[src/rtl/guess_pkg.sv]
// guess_pkg: shared FSM states, reject reasons and digit slicing for the guess input stage.
package guess_pkg;
   typedef enum logic [1:0] {IDLE, CHECK, HOLD, RELEASE} state_t;
   localparam logic [1:0] REJ_NONE  = 2'b00;
   localparam logic [1:0] REJ_DUP   = 2'b01;
   localparam logic [1:0] REJ_RANGE = 2'b10;
   localparam int NIB_W = 4;
   localparam int N_DIG = 4;
   localparam logic [NIB_W-1:0] MAX_DEC = 4'd9;
   function automatic logic [NIB_W-1:0] digit(input logic [N_DIG*NIB_W-1:0] c, input int i);
      return c[i*NIB_W +: NIB_W];
   endfunction
endpackage

[src/rtl/guess_input_key_debounce.sv]
// key_debounce: sample-window debouncer for the active-low submit key with a one-cycle press event.
module key_debounce #(
   parameter int DEB_CYCLES = 4
) (
   input  logic clk18,
   input  logic rst,
   input  logic key_n,
   output logic key_db,
   output logic press_ev
);
   logic [DEB_CYCLES-2:0] hist;
   logic [DEB_CYCLES-1:0] win;
   logic                  db_d;
   // The window includes the sample being taken now, so key_db flips on the edge the window fills.
   assign win = {hist, key_n};
   always_ff @(posedge clk18 or negedge rst)
      if (!rst) begin
         hist     <= '1;
         key_db   <= 1'b0;
         db_d     <= 1'b0;
         press_ev <= 1'b0;
      end else begin
         hist     <= win[DEB_CYCLES-2:0];
         key_db   <= (win == '0) ? 1'b1 : (&win) ? 1'b0 : key_db;
         db_d     <= key_db;
         press_ev <= key_db & ~db_d;
      end
endmodule

[src/rtl/guess_input.sv]
// guess_input: debounce, capture and validate a four-digit code, hand it off via valid/ready.
// Define GUESS_INPUT_DEC_CHECK_EN to also reject hex digits A-F.
module guess_input
   import guess_pkg::*;
#(
   parameter int DEB_CYCLES = 4,
   parameter int CNT_W      = 4
) (
   input  logic             clk18,
   input  logic             rst,
   input  logic             key_n,
   input  logic [15:0]      sw,
   input  logic             clr,
   output logic [15:0]      code,
   output logic             code_valid,
   input  logic             code_ready,
   output logic             reject,
   output logic [1:0]       reject_why,
   output logic             key_db,
   output logic [CNT_W-1:0] attempts
);
   state_t     state, nxt;
   logic       press_ev, cap, xfer, rej, dup, range_err;
   logic [1:0] why;
   key_debounce #(.DEB_CYCLES(DEB_CYCLES)) u_deb (
      .clk18    (clk18),
      .rst      (rst),
      .key_n    (key_n),
      .key_db   (key_db),
      .press_ev (press_ev)
   );
   always_comb begin
      dup       = 1'b0;
      range_err = 1'b0;
      for (int i = 0; i < N_DIG; i++) begin
`ifdef GUESS_INPUT_DEC_CHECK_EN
         if (digit(code, i) > MAX_DEC) range_err = 1'b1;
`endif
         for (int j = i + 1; j < N_DIG; j++)
            if (digit(code, i) == digit(code, j)) dup = 1'b1;
      end
      why = range_err ? REJ_RANGE : dup ? REJ_DUP : REJ_NONE;
   end
   always_ff @(posedge clk18 or negedge rst)
      if (!rst) state <= IDLE;
      else      state <= nxt;
   always_comb begin
      nxt  = state;
      cap  = 1'b0;
      xfer = 1'b0;
      case (state)
         IDLE:    if (press_ev) begin
                     nxt = CHECK;
                     cap = 1'b1;
                  end
         CHECK:   nxt = (why == REJ_NONE) ? HOLD : RELEASE;
         HOLD:    if (code_ready) begin
                     xfer = 1'b1;
                     nxt  = key_db ? RELEASE : IDLE;
                  end
         RELEASE: nxt = key_db ? RELEASE : IDLE;
         default: nxt = IDLE;
      endcase
      if (clr) begin
         nxt  = key_db ? RELEASE : IDLE;
         cap  = 1'b0;
         xfer = 1'b0;
      end
      rej = (state == CHECK) && (why != REJ_NONE) && !clr;
   end
   assign code_valid = (state == HOLD);
   always_ff @(posedge clk18 or negedge rst)
      if (!rst) begin
         code       <= '0;
         reject     <= 1'b0;
         reject_why <= REJ_NONE;
         attempts   <= '0;
      end else begin
         reject <= rej;
         if (cap) begin
            code       <= sw;
            reject_why <= REJ_NONE;
         end
         if (rej) reject_why <= why;
         if (clr) attempts <= '0;
         else if (xfer && attempts != '1) attempts <= attempts + 1'b1;
      end
endmodule
[config.mk]
export PLATFORM = sky130hd
export DESIGN_NAME = guess_input
export DESIGN_NICKNAME = d
export VERILOG_FILES = /design/src/rtl/guess_pkg.sv /design/src/rtl/guess_input_key_debounce.sv /design/src/rtl/guess_input.sv
export SDC_FILE = /design/constraint.sdc
export NUM_CORES = 1
export LEC_CHECK = 0
export ABC_AREA = 1
export CORE_MARGIN = 4
export CORE_UTILIZATION = 42
export CTS_CLUSTER_SIZE = 30
export DETAILED_ROUTE_END_ITERATION = 10
export PLACE_DENSITY = 0.75
export SYNTH_ARGS = -nofsm -noshare
export SYNTH_HDL_FRONTEND = slang
export SYNTH_SLANG_ARGS = --single-unit
[constraint.sdc]
create_clock -name clk18 -period 1.2 [get_ports clk18]
set_input_delay 0.24 -clock clk18 [delete_from_list [all_inputs] [get_ports clk18]]
set_output_delay 0.24 -clock clk18 [all_outputs]
set_load 0.005 [all_outputs]
== Word-level counts from Yosys, hierarchy flattened ==
Index checks and enable logic that the tools add are counted.

* Mux-type cells: 25
* Add/subtract/negate cells: 1
* Bitwise operators: 2
* Reductions and logical operators: 13
* Eq/ne operators: 12

{| class="wikitable"
|+ Operator list
! operator !! number
|-
| 4-bit == test || 6
|-
| 1-bit 2-to-1 mux || 16
|-
| 2-bit 2-to-1 mux || 6
|-
| 4-bit 2-to-1 mux || 2
|-
| 2-bit case mux with 4 select lines || 1
|-
| 2-bit nonzero test || 4
|-
| 3-bit by 2-bit inequality test with 1-bit output, second input constant || 2
|-
| 4-bit by 1-bit adder with 4-bit output, second input constant || 1
|-
| 2-bit == test, second input constant || 2
|-
| 2-bit zero test || 2
|-
| 4-bit zero test || 1
|-
| 4-bit inequality test, second input constant || 1
|-
| 4-bit AND reduction || 1
|-
| 1-bit logical AND || 3
|-
| 2-bit by 1-bit == test with 1-bit output, second input constant || 1
|-
| 2-bit AND reduction || 1
|-
| 1-bit bitwise AND || 1
|-
| 1-bit zero test || 1
|-
| 1-bit inverter || 1
|}

* Output and inout bits: 25
* Bits of input ports: 21
* Bits in registers: 31
* Word-level logic and storage cells: 62

== Logic depth before layout (Yosys ltp) ==
* Word-level depth: 12
* Depth in mapped cells: 10
* Mapped depth without buffers: 10

== By module ==
From an unflattened synthesis, not the netlist that was laid out.

* Cell total of the unflattened synthesis: 217
* Area, all modules: 1650.3 um2

{| class="wikitable"
|+ By module, submodules not included
! module !! cells an instance !! area each (um2) !! times used !! sequential area each (um2)
|-
| guess_input || 202 || 1461.4 || 1 || 600.6
|-
| key_debounce || 15 || 188.9 || 1 || 153.9
|}

== Worst setup path before layout ==
Ideal clock, no wire load.

* Kind: register to register
* Start: register attempts[1]
* End: register attempts[0]
* Buffers on the path: 0
* Cell stages (with the launch flop): 9
* Period minus slack after synthesis: 1.270 ns
* Required time: 1.083 ns
* Arrival: 1.153 ns
* Setup slack: -0.070 ns
* Setup time: 0.117 ns
* Cell sequence: dfrtp_1 -> ha_1 -> inv_1 -> nor3_2 -> nor2_4 -> inv_2 -> o21ai_0 -> o21ai_1 -> inv_1

* Cells in the longest elaborated chain, start to end: 3

{| class="wikitable"
|+ RTL lines
! element !! RTL line !! RTL
|-
| from (decl) || guess_input.sv:20 || <nowiki>output logic [CNT_W-1:0] attempts</nowiki>
|-
| from (signal assigned) || guess_input.sv:86 || <nowiki>else if (xfer && attempts != '1) attempts <= attempts + 1'b1;</nowiki>
|-
| 4-bit inequality test || guess_input.sv:86 ||
|-
| 1-bit logical AND || guess_input.sv:86 ||
|-
| 2-bit nonzero test (no source line) || n/a ||
|}

No other way between the ends.
A chain may end at the register's enable or synchronous reset.

== Worst setup path after layout ==
* Start: register code[9]
* End: register state[0]

* Cells in the longest elaborated chain, start to end: 11
* Elaborated cells on any way between the ends: 13
* Classes of those cells: 3 x eq/ne; 9 x mux; 1 x reduce/logical

{| class="wikitable"
|+ RTL lines
! element !! RTL line !! RTL
|-
| from (decl) || guess_input.sv:14 || <nowiki>output logic [15:0] code,</nowiki>
|-
| from (signal assigned) || guess_input.sv:81 || <nowiki>code <= sw;</nowiki>
|-
| 4-bit == test || guess_input.sv:40 || <nowiki>if (digit(code, i) == digit(code, j)) dup = 1'b1;</nowiki>
|-
| 1-bit 2-to-1 mux (4 in series) || guess_input.sv:40 ||
|-
| 1-bit 2-to-1 mux * || guess_input.sv:40 ||
|-
| 1-bit 2-to-1 mux * || guess_input.sv:42 || <nowiki>why = range_err ? REJ_RANGE : dup ? REJ_DUP : REJ_NONE;</nowiki>
|-
| 2-bit zero test * || guess_input.sv:56 || <nowiki>CHECK: nxt = (why == REJ_NONE) ? HOLD : RELEASE;</nowiki>
|-
| 1-bit 2-to-1 mux * || guess_input.sv:56 ||
|-
| 2-bit case mux with 4 select lines * || guess_input.sv:51 || <nowiki>case (state)</nowiki>
|-
| 2-bit 2-to-1 mux * || guess_input.sv:64 || <nowiki>if (clr) begin</nowiki>
|-
| to (signal assigned) || guess_input.sv:46 || <nowiki>else state <= nxt;</nowiki>
|-
| to (decl) || guess_input.sv:22 || <nowiki>state_t state, nxt;</nowiki>
|}

Mark *: on every way between the ends. The rest lies on a longest branch, timed or not.

==> results <==
- The flow ran to the end, but the final reports show violations.
- The final reports fail on setup timing.
- In the layout the commonest cells are 74 x nand2_1, 36 x buf_4, 27 x dfrtp_1.
- The signed area change from the synthesized netlist to the final layout is 84.0%.
- The combined global-route utilization of all metal layers is between 20% and 30%.
- The initial utilization of the core area, before any placement, comes to 45.4%.
- The number of cells after detailed placement is 327.
- The internal power of the cells totals about 4 mW.
- The average instance area after synthesis is around 7.1 um2.
- The achievable frequency is around 740 MHz.
- Of all cell types, the one taking the most synthesized area is dfrtp_1.
- Of the cells placed in the final design, the portion with a size suffix greater than 1 is between 40% and 50%.
- The area of the multi-input gates is about 890 um2.
- The die covers ~4800 um2.
- STA classifies the critical path endpoint as a register.
- The final standard cell count with taps included and fillers excluded is between 300 and 400.
- TritonCTS built the clock tree.
- The areal power density over the cells is ~2400 nW/um2.
- The count of boundary I/O pins is 46.
- The post-layout net count is between 300 and 400.
- Summing all flip-flop and latch instances after layout gives between 700 and 800 um2.
- The number of hold-slack violations in the final timing report came to 0.
- The minimum clock period after layout is 1.35 ns.
- The length of the first detailed-routing pass in iterations is 4.
- On the final layout, the worst clock skew is between 0.005 and 0.006 ns.
- The logic depth of the worst register-to-register path is 10.
- STA puts the critical path data required time at ~1.4 ns.
- The most numerous cell type found on the critical path is nand2_1.
- The final period utilization is 112%.
- The number of antenna violations at the first check in global routing is 0.
- The count of clock tree sinks is 30.
- Sequential elements use 47.9% of the synthesized area.
- The netlist area before placement is 1580 um2.
- Max-cap violations in this run came to 0.
- Counting the fill cells in the layout gives 188.
- CTS placed an instance of clkbuf_8 at the clock tree root.
- The largest vdd supply drop is 1.49 mV.
- The delay of the slowest critical-path stage is 0.40 ns.
- The height of the die is 69.2 um.
- The floorplan step defined a core boundary enclosing 3470 um2.
- After synthesis the netlist holds a flip-flop and latch count of 30.
- The share of the synthesized area in the top cell type is between 40% and 50%.
- Among all stages on the critical path, the largest delay is contributed by dfrtp_1.
- The H-tree generated during clock tree synthesis spans 2 levels.
- Across all setup checks in the final design, the least slack found is -0.146 ns.
- After legalization and detailed placement, the total HPWL measured 2720 um.
- The type of the setup path with the least slack is reg -> reg.
- The number of buffers created by CTS is 5.
- The initial DRC count is between 100 and 150.
- The relative contribution of the clock network to total power is approximately 11%.
- The clock insertion delay at the later pin of the skew report is 0.27 ns.
- The endpoint arrival time on the critical path is around 1.6 ns.
- The floorplan step set the die width to roughly 69 um.
- Wires add up to around 5300 um.
- Total power for the finished layout comes to between 6 and 7 mW.
- Setup repair after global routing could not meet its margin everywhere.
- The total cell area at the placement stage is ~2200 um2.
- The residual overflow from global routing is 0.
- The maximum net fanout on the critical path is 4.
- Dividing the detail-routed via count by the number of cells gives roughly 5.
- For this design the total switching power over the nets is roughly 2.9 mW.
- The gate count after technology mapping is roughly 220.
- Counting every net in the synthesized netlist gives roughly 240.
- The final design instance area without fill is between 2000 and 3000 um2.
- At the end of routability-driven placement, the weighted congestion stood at 0.816.
- The worst hold-check path type is in -> async.
- The final number of max-transition violations is 0.
- The kind of start point of the critical path is a register.
- The first global-routing pass estimated between 8000 and 9000 um of wire.
- Sequential cells burn 23.9% of the power.
- The analysis attributes to cell leakage a power of ~1.5 nW.
- The number of nets still failing antenna checks after routing is 0.
- The leading cell type in the layout, fill and taps excluded is nand2_1.
- The maximum count of clock buffers along a single path is 2.
- After detailed routing, the number of remaining DRC violations is 0.
- The largest net degree at the start of global routing is 31.
- The post-cts hold buffer count is 0.
- Combinational logic is responsible for 65.1% of the overall power.
- The netlist uses 22 different library cells.
- Of the total power, the share spent switching nets is approximately two fifths.
- Ranked by total cell area, the synthesized netlist is headed by dfrtp_1 43%, nand2_1 24%, o21ai_1 5.4%.
- The yosys synthesis warning count is 0.
- The number of global-route vias before repair was approximately 1,700.
- Traced cell by cell, the critical path runs through buf_6, nand2_1, nand2_2, nor2_1, nand2_1, nand2_1, nor2_1, nand2_1, nand2_2, a21oi_2.
- Clock-pin slew was measured on the worst setup and hold paths at 0.07 ns.
- The number of buffers added on ports is 44.
- For this run, the share of the core covered by cells in the final layout is roughly 84%.
- The total via count after detailed routing is approximately 1,800.
- Dividing the detail-routed wire length by the instance count gives ~14 um.
- 0 antenna diodes ended up in the layout.
- Setup violations remaining at the end of the flow were counted as 25.
- The number of rows created at floorplan is 21.
-- metal layers --
layer | GRT usage [%] | vias to the layer above | wire (um)
li1 | - | 896 | -
met1 | 25.9 | 851 | 2090
met2 | 35.9 | 59 | 2850
met3 | 4.35 | 10 | 270
met4 | 6.51 | 0 | 115
met5 | 0 | - | 0
-- power groups by stage --
stage | logic (mW) | clock network, mW | registers, mW
2_1_floorplan | 1.36 | 0 | 1.83
3_3_place_gp | 2.69 | 0 | 1.86
3_5_place_dp | 2.72 | 0 | 1.88
4_1_cts | 3.82 | 0.785 | 1.64
5_1_grt | 4.92 | 0.823 | 1.69
6_report | 4.54 | 0.772 | 1.66
-- stage by stage --
stage	setup TNS (ns)	setup WS, ns	hold slack, ns
after floorplan	-0.000468	-0.000468	-0.0556
after global placement	-6.96	-0.381	0.367
after detailed placement	-7.49	-0.434	0.367
after CTS	-1.59	-0.121	0.320
after global routing	-3.98	-0.227	0.337
final	-2.60	-0.146	0.320
-- registers in the layout, indices dropped and copies added (netlist names) --
| name | flops |
|---|---|
| u_deb.press_ev | 1 |
| attempts | 4 |
| u_deb.db_d | 1 |
| u_deb.key_db | 1 |
| u_deb.hist | 3 |
| state | 2 |
| reject_why | 1 |
| reject | 1 |
| code | 16 |
-- kinds of logic after synthesis --
kind of cell | Yosys count | synth area share (%)
simple gates | 133 | 35.2
other cells | 1 | 0.238
compound gates | 23 | 7.55
flops | 30 | 47.9
fa+ha+maj | 1 | 0.794
buf+inv | 33 | 8.34
-- critical path, delay by kind of cell, from the launching register on --
family | cells | cell delay (ns)
buffers and inverters | 1 | 0.14
DFF | 1 | 0.40
AOI/OAI and AO/OA | 1 | 0.15
and+or+nand+nor | 8 | 0.59
-- final timing paths --
check                                 to  slack, ns     startpoint
setup / recovery                state[0]      -0.15        code[9]
hold / removal                   code[7]       0.32            rst
setup reg to reg                state[0]      -0.15        code[9]
hold reg to reg            u_deb.hist[2]       0.38  u_deb.hist[1]
max in group asynchronous  u_deb.hist[0]       0.64            rst
min in group clk18         u_deb.hist[2]       0.38  u_deb.hist[1]
-- synthesized netlist by cell type (all sizes together) --
cell   count
nand4      6
conb       1
nor3       4
nand2    102
nor2      19
buf        4
dfstp      3
o41ai      1
ha         1
o21ai     20
dfrtp     27
a21oi      2
nand3      2
inv       29
-- repair_timing --
| action | CTS | global route |
|---|---|---|
| setup endpoints to repair | 47 | 34 |
| cloned | 1 | 1 |
| pin swaps | 8 | 18 |
| resized for setup | 88 | 56 |
| buffers inserted | 30 | 8 |
-- layout make-up --
class | instances | share of cell area, %
Clock buffer | 6 | 2.50
Inverter | 29 | 5.39
Clock inverter | 2 | 0.345
Multi-Input combinational cell | 158 | 30.7
Timing Repair Buffer | 101 | 33.1
Tap cell | 46 | 1.99
Sequential cell | 30 | 26.0
Note: power is estimated with default switching activity, not from simulation.
